--- src/rtl/ysyx_23060184_wbu_if.sv ---
// Result handshake bundle between the EXU/LSU producers and the writeback unit.
interface ysyx_23060184_wbu_if #(
   parameter int unsigned ADDR_WIDTH = 5,
   parameter int unsigned DATA_WIDTH = 32
);
   logic                  exu_valid;
   logic                  exu_ready;
   logic [ADDR_WIDTH-1:0] exu_rd;
   logic [DATA_WIDTH-1:0] exu_data;

   logic                  lsu_valid;
   logic                  lsu_ready;
   logic [ADDR_WIDTH-1:0] lsu_rd;
   logic [DATA_WIDTH-1:0] lsu_data;

   // Producer side (EXU and LSU).
   modport master (
      output exu_valid, exu_rd, exu_data,
      input  exu_ready,
      output lsu_valid, lsu_rd, lsu_data,
      input  lsu_ready
   );

   // Writeback side.
   modport slave (
      input  exu_valid, exu_rd, exu_data,
      output exu_ready,
      input  lsu_valid, lsu_rd, lsu_data,
      output lsu_ready
   );
endinterface

--- src/rtl/ysyx_23060184_wbu.sv ---
// Writeback unit: buffers EXU/LSU results in a small FIFO, retires one register-file
// write per cycle on registered outputs, and tracks in-flight destinations in a busy
// scoreboard for the issue stage's hazard stall.
module ysyx_23060184_wbu #(
   parameter int unsigned ADDR_WIDTH = 5,
   parameter int unsigned DATA_WIDTH = 32,
   parameter int unsigned DEPTH      = 2
) (
   input  logic                  clk,
   input  logic                  rstn,
   ysyx_23060184_wbu_if.slave    res_if,
   input  logic                  iss_valid,
   input  logic [ADDR_WIDTH-1:0] iss_rd,
   input  logic [ADDR_WIDTH-1:0] q_rs1,
   input  logic [ADDR_WIDTH-1:0] q_rs2,
   input  logic [ADDR_WIDTH-1:0] q_rd,
   output logic                  q_stall,
   output logic                  rf_wen,
   output logic [ADDR_WIDTH-1:0] rf_waddr,
   output logic [DATA_WIDTH-1:0] rf_wdata,
   output logic                  wb_idle
);
   localparam int unsigned PW   = $clog2(DEPTH);
   localparam int unsigned NREG = 1 << ADDR_WIDTH;

   // Pointers carry one extra MSB so full and empty are distinguishable.
   logic [PW:0]           r_wptr;
   logic [PW:0]           r_rptr;
   logic [ADDR_WIDTH-1:0] r_mem_rd   [DEPTH];
   logic [DATA_WIDTH-1:0] r_mem_data [DEPTH];

   logic                  r_rf_wen;
   logic [ADDR_WIDTH-1:0] r_rf_waddr;
   logic [DATA_WIDTH-1:0] r_rf_wdata;

   logic [NREG-1:0]       r_busy;
   logic [NREG-1:0]       w_busy_d;

   logic                  w_full;
   logic                  w_empty;
   logic                  w_lsu_acc;
   logic                  w_exu_acc;
   logic                  w_push;
   logic                  w_pop;
   logic [ADDR_WIDTH-1:0] w_push_rd;
   logic [DATA_WIDTH-1:0] w_push_data;

   assign w_empty = (r_wptr == r_rptr);
   assign w_full  = (r_wptr[PW] != r_rptr[PW]) && (r_wptr[PW-1:0] == r_rptr[PW-1:0]);

   assign res_if.lsu_ready = ~w_full;
   assign res_if.exu_ready = ~w_full & ~res_if.lsu_valid;

   // Arbitrate producers (LSU first) and decide push/pop for this cycle.
   always_comb begin
      w_lsu_acc   = res_if.lsu_valid & ~w_full;
      w_exu_acc   = res_if.exu_valid & ~w_full & ~res_if.lsu_valid;
      w_push_rd   = w_lsu_acc ? res_if.lsu_rd   : res_if.exu_rd;
      w_push_data = w_lsu_acc ? res_if.lsu_data : res_if.exu_data;
      // x0 results still handshake but never occupy the buffer.
      w_push      = (w_lsu_acc | w_exu_acc) & (w_push_rd != '0);
      w_pop       = ~w_empty;
   end

   // Advance FIFO pointers.
   always_ff @(posedge clk or negedge rstn) begin
      if (!rstn) begin
         r_wptr <= '0;
         r_rptr <= '0;
      end else begin
         if (w_push) r_wptr <= r_wptr + (PW+1)'(1);
         if (w_pop)  r_rptr <= r_rptr + (PW+1)'(1);
      end
   end

   // Write the accepted result at the tail; storage needs no reset.
   always_ff @(posedge clk) begin
      if (w_push) begin
         r_mem_rd[r_wptr[PW-1:0]]   <= w_push_rd;
         r_mem_data[r_wptr[PW-1:0]] <= w_push_data;
      end
   end

   // Register the popped head onto the register-file write port.
   always_ff @(posedge clk or negedge rstn) begin
      if (!rstn) begin
         r_rf_wen   <= 1'b0;
         r_rf_waddr <= '0;
         r_rf_wdata <= '0;
      end else if (w_pop) begin
         r_rf_wen   <= 1'b1;
         r_rf_waddr <= r_mem_rd[r_rptr[PW-1:0]];
         r_rf_wdata <= r_mem_data[r_rptr[PW-1:0]];
      end else begin
         r_rf_wen   <= 1'b0;
      end
   end

   // Scoreboard next state: retiring write clears, issue sets (set wins), x0 never busy.
   always_comb begin
      w_busy_d = r_busy;
      if (r_rf_wen) w_busy_d[r_rf_waddr] = 1'b0;
      if (iss_valid) w_busy_d[iss_rd] = 1'b1;
      w_busy_d[0] = 1'b0;
   end

   // Scoreboard state.
   always_ff @(posedge clk or negedge rstn) begin
      if (!rstn) r_busy <= '0;
      else       r_busy <= w_busy_d;
   end

   assign q_stall  = r_busy[q_rs1] | r_busy[q_rs2] | r_busy[q_rd];
   assign rf_wen   = r_rf_wen;
   assign rf_waddr = r_rf_waddr;
   assign rf_wdata = r_rf_wdata;
   assign wb_idle  = w_empty & ~r_rf_wen;
endmodule

--- src/flat_wrapper.sv ---
// flat-port wrapper written by rule: the top's interface ports become plain ports
module ysyx_23060184_wbu_flat 
#(
   parameter int unsigned ADDR_WIDTH = 5,
   parameter int unsigned DATA_WIDTH = 32,
   parameter int unsigned DEPTH      = 2
)
  (clk, rstn, iss_valid, iss_rd, q_rs1, q_rs2, q_rd, q_stall, rf_wen, rf_waddr, rf_wdata, wb_idle, res_if_exu_valid, res_if_exu_rd, res_if_exu_data, res_if_exu_ready, res_if_lsu_valid, res_if_lsu_rd, res_if_lsu_data, res_if_lsu_ready);
  ysyx_23060184_wbu_if #(.ADDR_WIDTH(ADDR_WIDTH), .DATA_WIDTH(DATA_WIDTH)) res_if_i ();
  input  logic clk;
  input  logic rstn;
  input  logic iss_valid;
  input  logic [ADDR_WIDTH-1:0] iss_rd;
  input  logic [ADDR_WIDTH-1:0] q_rs1;
  input  logic [ADDR_WIDTH-1:0] q_rs2;
  input  logic [ADDR_WIDTH-1:0] q_rd;
  output logic q_stall;
  output logic rf_wen;
  output logic [ADDR_WIDTH-1:0] rf_waddr;
  output logic [DATA_WIDTH-1:0] rf_wdata;
  output logic wb_idle;
  input wire logic [$bits(res_if_i.exu_valid)-1:0] res_if_exu_valid;
  input wire logic [$bits(res_if_i.exu_rd)-1:0] res_if_exu_rd;
  input wire logic [$bits(res_if_i.exu_data)-1:0] res_if_exu_data;
  output wire logic [$bits(res_if_i.exu_ready)-1:0] res_if_exu_ready;
  input wire logic [$bits(res_if_i.lsu_valid)-1:0] res_if_lsu_valid;
  input wire logic [$bits(res_if_i.lsu_rd)-1:0] res_if_lsu_rd;
  input wire logic [$bits(res_if_i.lsu_data)-1:0] res_if_lsu_data;
  output wire logic [$bits(res_if_i.lsu_ready)-1:0] res_if_lsu_ready;
  assign res_if_i.exu_valid = res_if_exu_valid;
  assign res_if_i.exu_rd = res_if_exu_rd;
  assign res_if_i.exu_data = res_if_exu_data;
  assign res_if_exu_ready = res_if_i.exu_ready;
  assign res_if_i.lsu_valid = res_if_lsu_valid;
  assign res_if_i.lsu_rd = res_if_lsu_rd;
  assign res_if_i.lsu_data = res_if_lsu_data;
  assign res_if_lsu_ready = res_if_i.lsu_ready;
  ysyx_23060184_wbu #(.ADDR_WIDTH(ADDR_WIDTH), .DATA_WIDTH(DATA_WIDTH), .DEPTH(DEPTH)) u_core (.clk(clk), .rstn(rstn), .res_if(res_if_i), .iss_valid(iss_valid), .iss_rd(iss_rd), .q_rs1(q_rs1), .q_rs2(q_rs2), .q_rd(q_rd), .q_stall(q_stall), .rf_wen(rf_wen), .rf_waddr(rf_waddr), .rf_wdata(rf_wdata), .wb_idle(wb_idle));
endmodule
--- config.mk ---
export PLATFORM = sky130hd
export DESIGN_NAME = ysyx_23060184_wbu_flat
export DESIGN_NICKNAME = d
export VERILOG_FILES = /design/src/rtl/ysyx_23060184_wbu_if.sv /design/src/rtl/ysyx_23060184_wbu.sv /design/src/flat_wrapper.sv
export SDC_FILE = /design/constraint.sdc
export NUM_CORES = 1
export LEC_CHECK = 0
export CORE_ASPECT_RATIO = 1.75
export CORE_MARGIN = 4
export CORE_UTILIZATION = 55
export CTS_BUF_LIST = sky130_fd_sc_hd__clkbuf_4 sky130_fd_sc_hd__clkbuf_8
export CTS_CLUSTER_SIZE = 8
export DETAILED_ROUTE_END_ITERATION = 6
export HOLD_SLACK_MARGIN = 0.03
export MAX_ROUTING_LAYER = met4
export PLACE_DENSITY = 0.85
export SYNTH_ARGS = -nofsm -noshare
export SYNTH_HDL_FRONTEND = slang
export SYNTH_SLANG_ARGS = --single-unit
--- constraint.sdc ---
create_clock -name clk -period 5.5 [get_ports clk]
set_input_delay 0.55 -clock clk [delete_from_list [all_inputs] [get_ports clk]]
set_output_delay 0.55 -clock clk [all_outputs]
set_load 0.01 [all_outputs]
# Word level (Yosys, flattened, before mapping)
# Memory sizes are Yosys's and may differ from the RTL's. A register that Yosys moved wholly into a read port is not among the register bits.
# Index checks and enable logic that the tools add are counted.
[classes] addsub=2 n_lt_le_gt_ge=7 n_eq_ne=3 mux=17 bitwise=15 n_reduce_logical=8
[op_table] cell="$mux W32" count=3
[op_table] cell="$and A32 B32 Y32" count=1
[op_table] cell="$not A32 Y32" count=1
[op_table] cell="$or A32 B32 Y32" count=1
[op_table] cell="$lt A5 B6 Y1 const B" count=5
[op_table] cell="$bmux W1 S5" count=3
[op_table] cell="$demux W1 S5" count=2
[op_table] cell="$ge A5 B1 Y1 const B" count=2
[op_table] cell="$mux W1" count=8
[op_table] cell="$and A1 B1 Y1" count=6
[op_table] cell="$mux W5" count=1
[op_table] cell="$reduce_bool A5 Y1" count=1
[op_table] cell="$add A2 B1 Y2 const B" count=2
[op_table] cell="$logic_not A1 Y1" count=4
[op_table] cell="$logic_and A1 B1 Y1" count=3
[op_table] cell="$not A1 Y1" count=3
[op_table] cell="$or A1 B1 Y1" count=3
[op_table] cell="$eq A2 B2 Y1" count=1
[op_table] cell="$eq A1 B1 Y1" count=1
[op_table] cell="$ne A1 B1 Y1" count=1
[word_totals] ff_bits=36 ramBits=74 input_bits=99 word_cells=58 n_memories=2
[memory_table] memory="u_core.r_mem_data" depth=2 word_bits=32 rd=1 rd_clocked_by_memory_dff=1 wr=1 line_no="ysyx_23060184_wbu.sv:30" text="logic [DATA_WIDTH-1:0] r_mem_data [DEPTH];"
[memory_table] memory="u_core.r_mem_rd" depth=2 word_bits=5 rd=1 rd_clocked_by_memory_dff=1 wr=1 line_no="ysyx_23060184_wbu.sv:29" text="logic [ADDR_WIDTH-1:0] r_mem_rd [DEPTH];"

# Logic depth before layout (Yosys ltp)
# Gate-level depths: netlist of run 1.
[logic_depth] word_depth=9 ltp_mapped=7 depth_no_buf=5

# Worst setup path after synthesis of run 1
# Ideal clock, no wire load.
[synth_path] kind="input port to flip-flop" start="input port res_if_exu_rd[2]" end="memory u_core.r_mem_data[0][0], enable pin" setup_ns=0.435 arrival_ns=2.822 required_time_ns=5.065 slack_ns=2.243 stages=4 path_cell_list="or4_1 > o21ai_0 > a221oi_1 > nor2b_1"
[synth_between] elab_chain_cells=5
[synth_rtl] element="start, declared" line_no="flat_wrapper.sv:23" text="input wire logic [$bits(res_if_i.exu_rd)-1:0] res_if_exu_rd;"
[synth_rtl] element="$mux W5" line_no="ysyx_23060184_wbu.sv:58" text="w_push_rd = w_lsu_acc ? res_if.lsu_rd : res_if.exu_rd;"
[synth_rtl] element="$reduce_bool A5 Y1" line_no="ysyx_23060184_wbu.sv:61" text="w_push = (w_lsu_acc | w_exu_acc) & (w_push_rd != '0);"
[synth_rtl] element="$and A1 B1 Y1" line_no="ysyx_23060184_wbu.sv:61"
[synth_rtl] element="$mux W1" line_no="ysyx_23060184_wbu.sv:78" text="if (w_push) begin"
[synth_rtl] element="$mux W1 (not written as such)" line_no="ysyx_23060184_wbu.sv:80" text="r_mem_data[r_wptr[PW-1:0]] <= w_push_data;"
[synth_rtl] element="end, declared" line_no="ysyx_23060184_wbu.sv:30"
# Every way passes these cells.

# Worst setup path after layout of run 1
[layout_path] start="input port q_rs2[1]" end="output port q_stall"
[layout_between] elab_chain_cells=4
[layout_rtl] element="start, declared" line_no="flat_wrapper.sv:15" text="input logic [ADDR_WIDTH-1:0] q_rs2;"
[layout_rtl] element="$bmux W1 S5" line_no="ysyx_23060184_wbu.sv:113" text="assign q_stall = r_busy[q_rs1] | r_busy[q_rs2] | r_busy[q_rd];"
[layout_rtl] element="$mux W1 (not written as such)" line_no="ysyx_23060184_wbu.sv:113"
[layout_rtl] element="$or A1 B1 Y1 (2 in a row)" line_no="ysyx_23060184_wbu.sv:113"
[layout_rtl] element="end, declared" line_no="flat_wrapper.sv:17" text="output logic q_stall;"
# Every way passes these cells. The select of a mux whose other input is x is not followed.

==> impl_metrics.csv, run 1 <==
group,metric,value,unit
final_layout,final_cell_mix,"139 x clkdlybuf4s50_1, 74 x edfxtp_1, 72 x dfrtp_1, 63 x o21ai_0, 49 x nor2_1",
synth,synthesis.nets,603,
floorplan,row_count,53,
synth,synth_simple_gate_area_share,8.42,%
synth,ys_types,38,
final_layout,instances_no_fill,816,
final_layout,fillCellCount,802,
route,drtIter0Drc,277,
synth,syn_avg_cell_area,13.3,um^2
worst_setup_path,crit_type,"in2out",
min_path,min_path_type,"in2async",
synth,synth_compound_area_share,8.66,%
placement,place_ws,1.23,ns
sta,worst_pin_slew,1.10,ns
synth,yosys_warnings,0,
cts,clock_path_buffers,2,
synth,synth_xor_xnor_area_share,0.653,%
floorplan,fp.dieW,91.4,um
pwr,pwr-share-comb,40.4,%
sta,min_period_over_period,77.5,%
synth,synth_seq_area_share,60.4,%
sta,final_max_slew_viol_count,0,
synth,yosys.area.top_type,"edfxtp_1",
cts,cts-root-buf,"clkbuf_8",
placement,gp_congestion,1.03,
pwr,p_int,3.19,mW
grt,grt_usage,25.8,%
pwr,powerDensity,598,nW/um^2
final_layout,multi_input_area,2520,um^2
placement,dp_cells,784,
placement,hpwl,12300,um
worst_setup_path,startpoint_type,"primary input",
pwr,p_leak,3.23,nW
worst_setup_path,crit_path_end_kind,"primary output",
worst_setup_path,worstPathArrival,3.71,ns
sta,fmax,0.235,GHz
worst_setup_path,crit_fanout,10,
final_layout,regArea,4050,um^2
worst_setup_path,slowest_stage,"clkdlybuf4s50_1",
cts,clk_latency,0.44,ns
final_layout,drive_above_1_share,15.4,%
floorplan,die_area,14100,um^2
cts,cts-resized-gates,0,
worst_setup_path,max_stage_delay,0.83,ns
sta,setup_viol,0,
route,drc_errors,0,
floorplan,core_area,12000,um^2
cts,htree_levels,4,
pwr,p_sw,1.95,mW
worst_setup_path,required,4.95,ns
worst_setup_path,rrSetupSlack,2.79,ns
cts,ctsHoldBuffers,0,
pwr,clkPwrFrac,16.2,%
grt,overflow,0,
cts,cts_tree,"done",
route,final_antenna_net_count,0,
synth,synthMuxAreaShare,19.8,%
floorplan,initial_core_util,55.8,%
final_layout,nets,737,
pwr,netSwitchingFraction,38.0,%
grt,grt_max_degree,77,
synth,synth_area,6700,um^2
route,vias,4820,
synth,synthTopCellsByArea,"edfxtp_1 33%, dfrtp_1 27%, mux4_2 6.7%",
floorplan,pin_count,141,
sta,final_hold_viol_count,0,
synth,synthAdderAreaFrac,0,%
run,drv_cap,0,
status,outcome,"finished, final reports clean",
cts,cts.sinks,147,
worst_setup_path,reg2reg_depth,4,
sta,slew_headroom,26.7,%
worst_setup_path,r2r-end,"u_core.r_mem_data[0][20]$_DFFE_PP_",
sta,finalClockSkew,0.0114,ns
route,drt-pass1-iter-count,5,
sta,rsz0062_at_grt,"false",
grt,antenna_found_initial,0,
final_layout,layout_commonest_cell,"clkdlybuf4s50_1",
synth,netlist_instances,504,
cts,cts_buffers,17,
sta,fin_ws,1.24,ns
worst_setup_path,path_cells,"clkdlybuf4s50_1 > mux4_2 > nor2b_1 > o32ai_1 > or4_1 > or4_1 > clkdlybuf4s50_1",
cts,cts.clk_slew.worst_paths,0.09,ns
worst_setup_path,rr_startpoint,"u_core.r_wptr[0]$_DFFE_PN0P_",
synth,synth_top_family_by_area,"multiplexers",
route,avgViaCountPerCell,5.91,
sta,finalCriticalPeriod,4.26,ns
cts,postCtsSetupRepairBufs,0,
final_layout,syn2layout_area_growth,28.5,%
route,post_drt_wl_per_cell,20.9,um
pwr,seq_power_share,43.4,%
final_layout,diodes,0,
grt,grt_pass1_wl,26900,um
synth,synth_top_area_share,33.2,%
route,drt-total-wl,17000,um
synth,ys_ff_latch,147,
floorplan,die_h,154,um
pwr,ir_drop,521,uV
placement,io_buffers,140,
grt,first_global_vias,5313,
sta,final.setup.tns,0,ns
-- per-stage QoR --
stage | utilization (%) | power [mW] | instance area, um^2 | hold WS [ns]
after floorplan | - | 3.43 | 6700 | 0.254
after global placement | 68.5 | 4.20 | 8220 | 0.477
after detailed placement | 68.5 | 4.33 | 8220 | 0.483
after CTS | 71.7 | 5.17 | 8610 | 0.285
after global routing | 71.7 | 5.44 | 8610 | 0.316
final | 71.7 | 5.15 | 8610 | 0.250
-- metal layers --
| metal | global-route usage, % | share of wire (%) |
|---|---|---|
| met5 | - | 0 |
| met1 | 24.9 | 32 |
| met4 | 15.4 | 6.1 |
| met2 | 45.8 | 56 |
| met3 | 6.12 | 5.7 |
-- worst max-delay path, delay by kind of cell --
| kind | cells | cell delay [ns] |
|---|---|---|
| AOI/OAI and AO/OA | 1 | 0.11 |
| and+or+nand+nor | 3 | 1.13 |
| buffers and inverters | 2 | 1.32 |
| muxes | 1 | 0.58 |
-- kinds of logic after synthesis --
| family | after synthesis |
|---|---|
| DFF | 147 |
| xor gates and xnor gates | 5 |
| AOI/OAI and AO/OA | 111 |
| buffers and inverters | 32 |
| and+or+nand+nor | 107 |
| muxes | 102 |
-- final cells by class --
class | instances | share of cell area, %
Timing Repair Buffer | 143 | 16.5
Multi-Input combinational cell | 325 | 29.3
Sequential cell | 147 | 47.0
Tap cell | 165 | 2.40
Clock buffer | 17 | 2.72
Clock inverter | 15 | 1.83
Inverter | 4 | 0.174
-- synth_stat cells --
cell type	number
o31ai_1	1
clkbuf_1	19
or3_1	2
nor2_1	49
a31oi_1	1
buf_6	2
edfxtp_1	74
o21ai_0	63
nand3b_1	13
nand2b_1	2
buf_2	3
xnor2_1	2
dfrtp_1	73
inv_1	4
mux2_4	1
nand4_1	2
buf_1	4
xor2_1	3
o311ai_0	2
a21oi_1	40
or2_2	2
nand4b_1	4
mux4_2	20
mux2i_1	42
and3_1	1
nor4_1	1
a221oi_1	2
or4_1	3
mux2_1	7
and2_1	2
nand2_1	7
or3b_2	5
o211ai_1	1
mux2_2	32
nand3_1	8
o32ai_1	1
nor4b_1	1
nor2b_1	5
-- worst max-delay path by stage --
stage                     start                                 to  slack (ns)  cells after the start
5_1_grt                q_rs2[1]                            q_stall        1.07                      7
3_3_place_gp           q_rs2[1]                            q_stall        1.30                      7
2_1_floorplan  res_if_exu_rd[2]  u_core.r_mem_data[0][0]$_DFFE_PP_        2.24                      4
6_report               q_rs2[1]                            q_stall        1.24                      7
4_1_cts                q_rs2[1]                            q_stall        1.22                      7
3_5_place_dp           q_rs2[1]                            q_stall        1.23                      7
-- power groups by stage --
stage	logic [mW]	registers (mW)	clock network [mW]
floorplan	1.29	2.14	0
global placement	2.00	2.20	0
detailed placement	2.09	2.24	0
CTS	2.10	2.22	0.847
global route	2.28	2.28	0.892
finish	2.08	2.23	0.832
-- flip-flops by register name (all words and copies together), names as in the netlist --
name and cells:
u_core.rf_wen 1, u_core.rf_wdata 32, u_core.r_busy 31, u_core.rf_waddr 5, u_core.r_mem_rd 10, u_core.r_wptr 2
u_core.r_rptr 2, u_core.r_mem_data 64
(Power assumes the default switching activity.)
==> inputs of run 2 (changes only) <==
--- a/config.mk
+++ b/config.mk
@@ -7,13 +7,13 @@
 export LEC_CHECK = 0
 export CORE_ASPECT_RATIO = 1.75
 export CORE_MARGIN = 4
-export CORE_UTILIZATION = 55
+export CORE_UTILIZATION = 48
 export CTS_BUF_LIST = sky130_fd_sc_hd__clkbuf_4 sky130_fd_sc_hd__clkbuf_8
 export CTS_CLUSTER_SIZE = 8
 export DETAILED_ROUTE_END_ITERATION = 6
 export HOLD_SLACK_MARGIN = 0.03
 export MAX_ROUTING_LAYER = met4
-export PLACE_DENSITY = 0.85
+export PLACE_DENSITY = 0.79
 export SYNTH_ARGS = -nofsm -noshare
 export SYNTH_HDL_FRONTEND = slang
 export SYNTH_SLANG_ARGS = --single-unit
==> constraint.sdc (replaced) <==
create_clock -name clk -period 3.7 [get_ports clk]
set_input_delay 0.37 -clock clk [delete_from_list [all_inputs] [get_ports clk]]
set_output_delay 0.37 -clock clk [all_outputs]
set_load 0.01 [all_outputs]
==> run 2 against run 1 <==
Effect of this change: clock power is 50% higher; critical path type unchanged; clock skew about the same; combinational power grew 52%; largest power group unchanged; sequential power grew 46%; critical path depth up 1; via count fell by 1.8%; count of clock-buffer cells in the layout grew 1; sequential cell count stayed put; final cell count grew 2.1%; total power up 49%.
==> impl_metrics.csv, run 2 (synthesized netlist as in run 1, its figures left out) <==
group,metric,value,unit
sta,holdWs,0.0632,ns
worst_setup_path,crit_type,"in2out",
final_layout,layout_commonest_cell,"clkdlybuf4s50_1",
worst_setup_path,rrSetupSlack,1.26,ns
floorplan,die_area,16000,um^2
cts,cts_buffers,17,
worst_setup_path,crit_path_start,"q_rs2[1]",
floorplan,fp.dieW,97.3,um
worst_setup_path,crit_path_end_kind,"primary output",
min_path,min_path_type,"in2async",
placement,io_buffers,140,
floorplan,row_count,56,
cts,cts_tree,"done",
route,drc_errors,0,
floorplan,initial_core_util,49.6,%
pwr,powerDensity,878,nW/um^2
cts,clock_path_buffers,2,
floorplan,pin_count,141,
sta,final_max_slew_viol_count,0,
worst_setup_path,worstPathArrival,3.24,ns
placement,dpl-instance-area,8330,um^2
worst_setup_path,rr_startpoint,"u_core.r_wptr[0]$_DFFE_PN0P_",
route,post_drt_wl_per_cell,19.9,um
placement,gp_congestion,0.893,
cts,cts.sinks,147,
cts,cts-root-buf,"clkbuf_8",
sta,slew_headroom,37.3,%
run,drv_cap,0,
grt,grt_max_degree,77,
status,outcome,"finished, final reports clean",
sta,setup_viol,0,
grt,overflow,0,
route,drt-pass1-iter-count,4,
sta,worst_pin_slew,0.941,ns
sta,min_period_over_period,97.5,%
final_layout,post-route-util,64.6,%
sta,final.setup.tns,0,ns
route,avgViaCountPerCell,5.68,
route,drtIter0Drc,192,
worst_setup_path,path_cells,"clkdlybuf4s50_1 > buf_12 > mux2_4 > o311ai_0 > o31ai_1 > or4_1 > or4_1 > clkdlybuf4s50_1",
final_layout,diodes,0,
final_layout,final_cell_mix,"138 x clkdlybuf4s50_1, 74 x edfxtp_1, 72 x dfrtp_1, 63 x o21ai_0, 49 x nor2_1",
sta,finalCriticalPeriod,3.61,ns
final_layout,drive_above_1_share,16.4,%
floorplan,core_area,13500,um^2
cts,ctsHoldBuffers,0,
pwr,p_leak,3.29,nW
sta,fmax,0.277,GHz
sta,final_hold_viol_count,0,
placement,hpwl,12300,um
route,drt-total-wl,16600,um
route,final_antenna_net_count,0,
placement,place_ws,0.0611,ns
grt,grt_usage,21.8,%
cts,htree_levels,4,
final_layout,final_area,8730,um^2
route,vias,4735,
worst_setup_path,max_stage_delay,0.51,ns
sta,finalClockSkew,0.0118,ns
worst_setup_path,slowest_stage,"clkdlybuf4s50_1",
sta,rsz0062_at_grt,"false",
floorplan,die_h,164,um
cts,clk_latency,0.43,ns
sta,fin_ws,0.0908,ns
grt,antenna_found_initial,0,
cts,postCtsSetupRepairBufs,0,
worst_setup_path,crit_fanout,10,
grt,first_global_vias,5081,
worst_setup_path,startpoint_type,"primary input",
grt,grt_pass1_wl,26400,um
final_layout,syn2layout_area_growth,30.3,%
worst_setup_path,required,3.33,ns
final_layout,nets,745,
cts,cts.clk_slew.worst_paths,0.08,ns
final_layout,largest_reg_flops,64,
pwr,ir_drop,868,uV
run 2: cell types whose count changed in the layout (fill, tap and decap cells not counted), sizes merged:
cell	delta
clkinvlp	+2
clkbuf	+1
clkinv	+5
inv	-10
dlymetal6s2s	+1
clkdlybuf4s50	-1
bufinv	+2
buf	+8
run 2: path summary, 6_finish.rpt:
check	end	depth (start not counted)
max	q_stall	8
min	u_core.rf_wdata[12]$_DFFE_PN0P_	1
max reg2reg	u_core.r_mem_data[0][30]$_DFFE_PP_	5
min reg2reg	u_core.r_rptr[1]$_DFFE_PN0P_	1
max in group asynchronous	u_core.r_rptr[0]$_DFFE_PN0P_	1
min in group clk	u_core.r_rptr[1]$_DFFE_PN0P_	1
run 2: routing by layer:
metal	share of wire, %	GRT usage [%]
met5	0	-
met2	57	40.2
met4	3.1	8.82
met3	6.1	5.44
met1	34	22.1
run 2: what timing repair did:
action / 4_1_cts / 5_1_grt
gates resized for setup: 0 / 1
endpoints found under the setup margin: 0 / 1
hold endpoints to repair: 0 / 0
run 2: stage by stage:
step / power, mW / std cells
finish: 7.67 / 833
global route: 8.18 / 833
CTS: 7.74 / 833
detailed placement: 6.47 / 801
global placement: 6.32 / 801
floorplan: 5.09 / 504
run 2: cell type report:
| cell class | count | area, um^2 |
|---|---|---|
| fillers | 1030 | 4790 |
| flip-flops and latches | 147 | 4050 |
| multi-input cells | 325 | 2520 |
| repair buffers | 151 | 1520 |
| clock buffers | 18 | 241 |
| well taps | 174 | 218 |
| clock inverters | 14 | 164 |
| inverters | 4 | 15.0 |
run 2: critical path, delay by kind of cell:
kind | cells | cell delay (ns)
AOI/OAI and AO/OA | 2 | 0.41
muxes | 1 | 0.30
buffers and inverters | 3 | 1.15
and+or+nand+nor | 2 | 1.01
run 2: power by group:
| group | internal (mW) | switching [mW] |
|---|---|---|
| logic | 1.50 | 1.66 |
| clock network | 0.670 | 0.581 |
| registers | 2.73 | 0.523 |
| total | 4.91 | 2.76 |
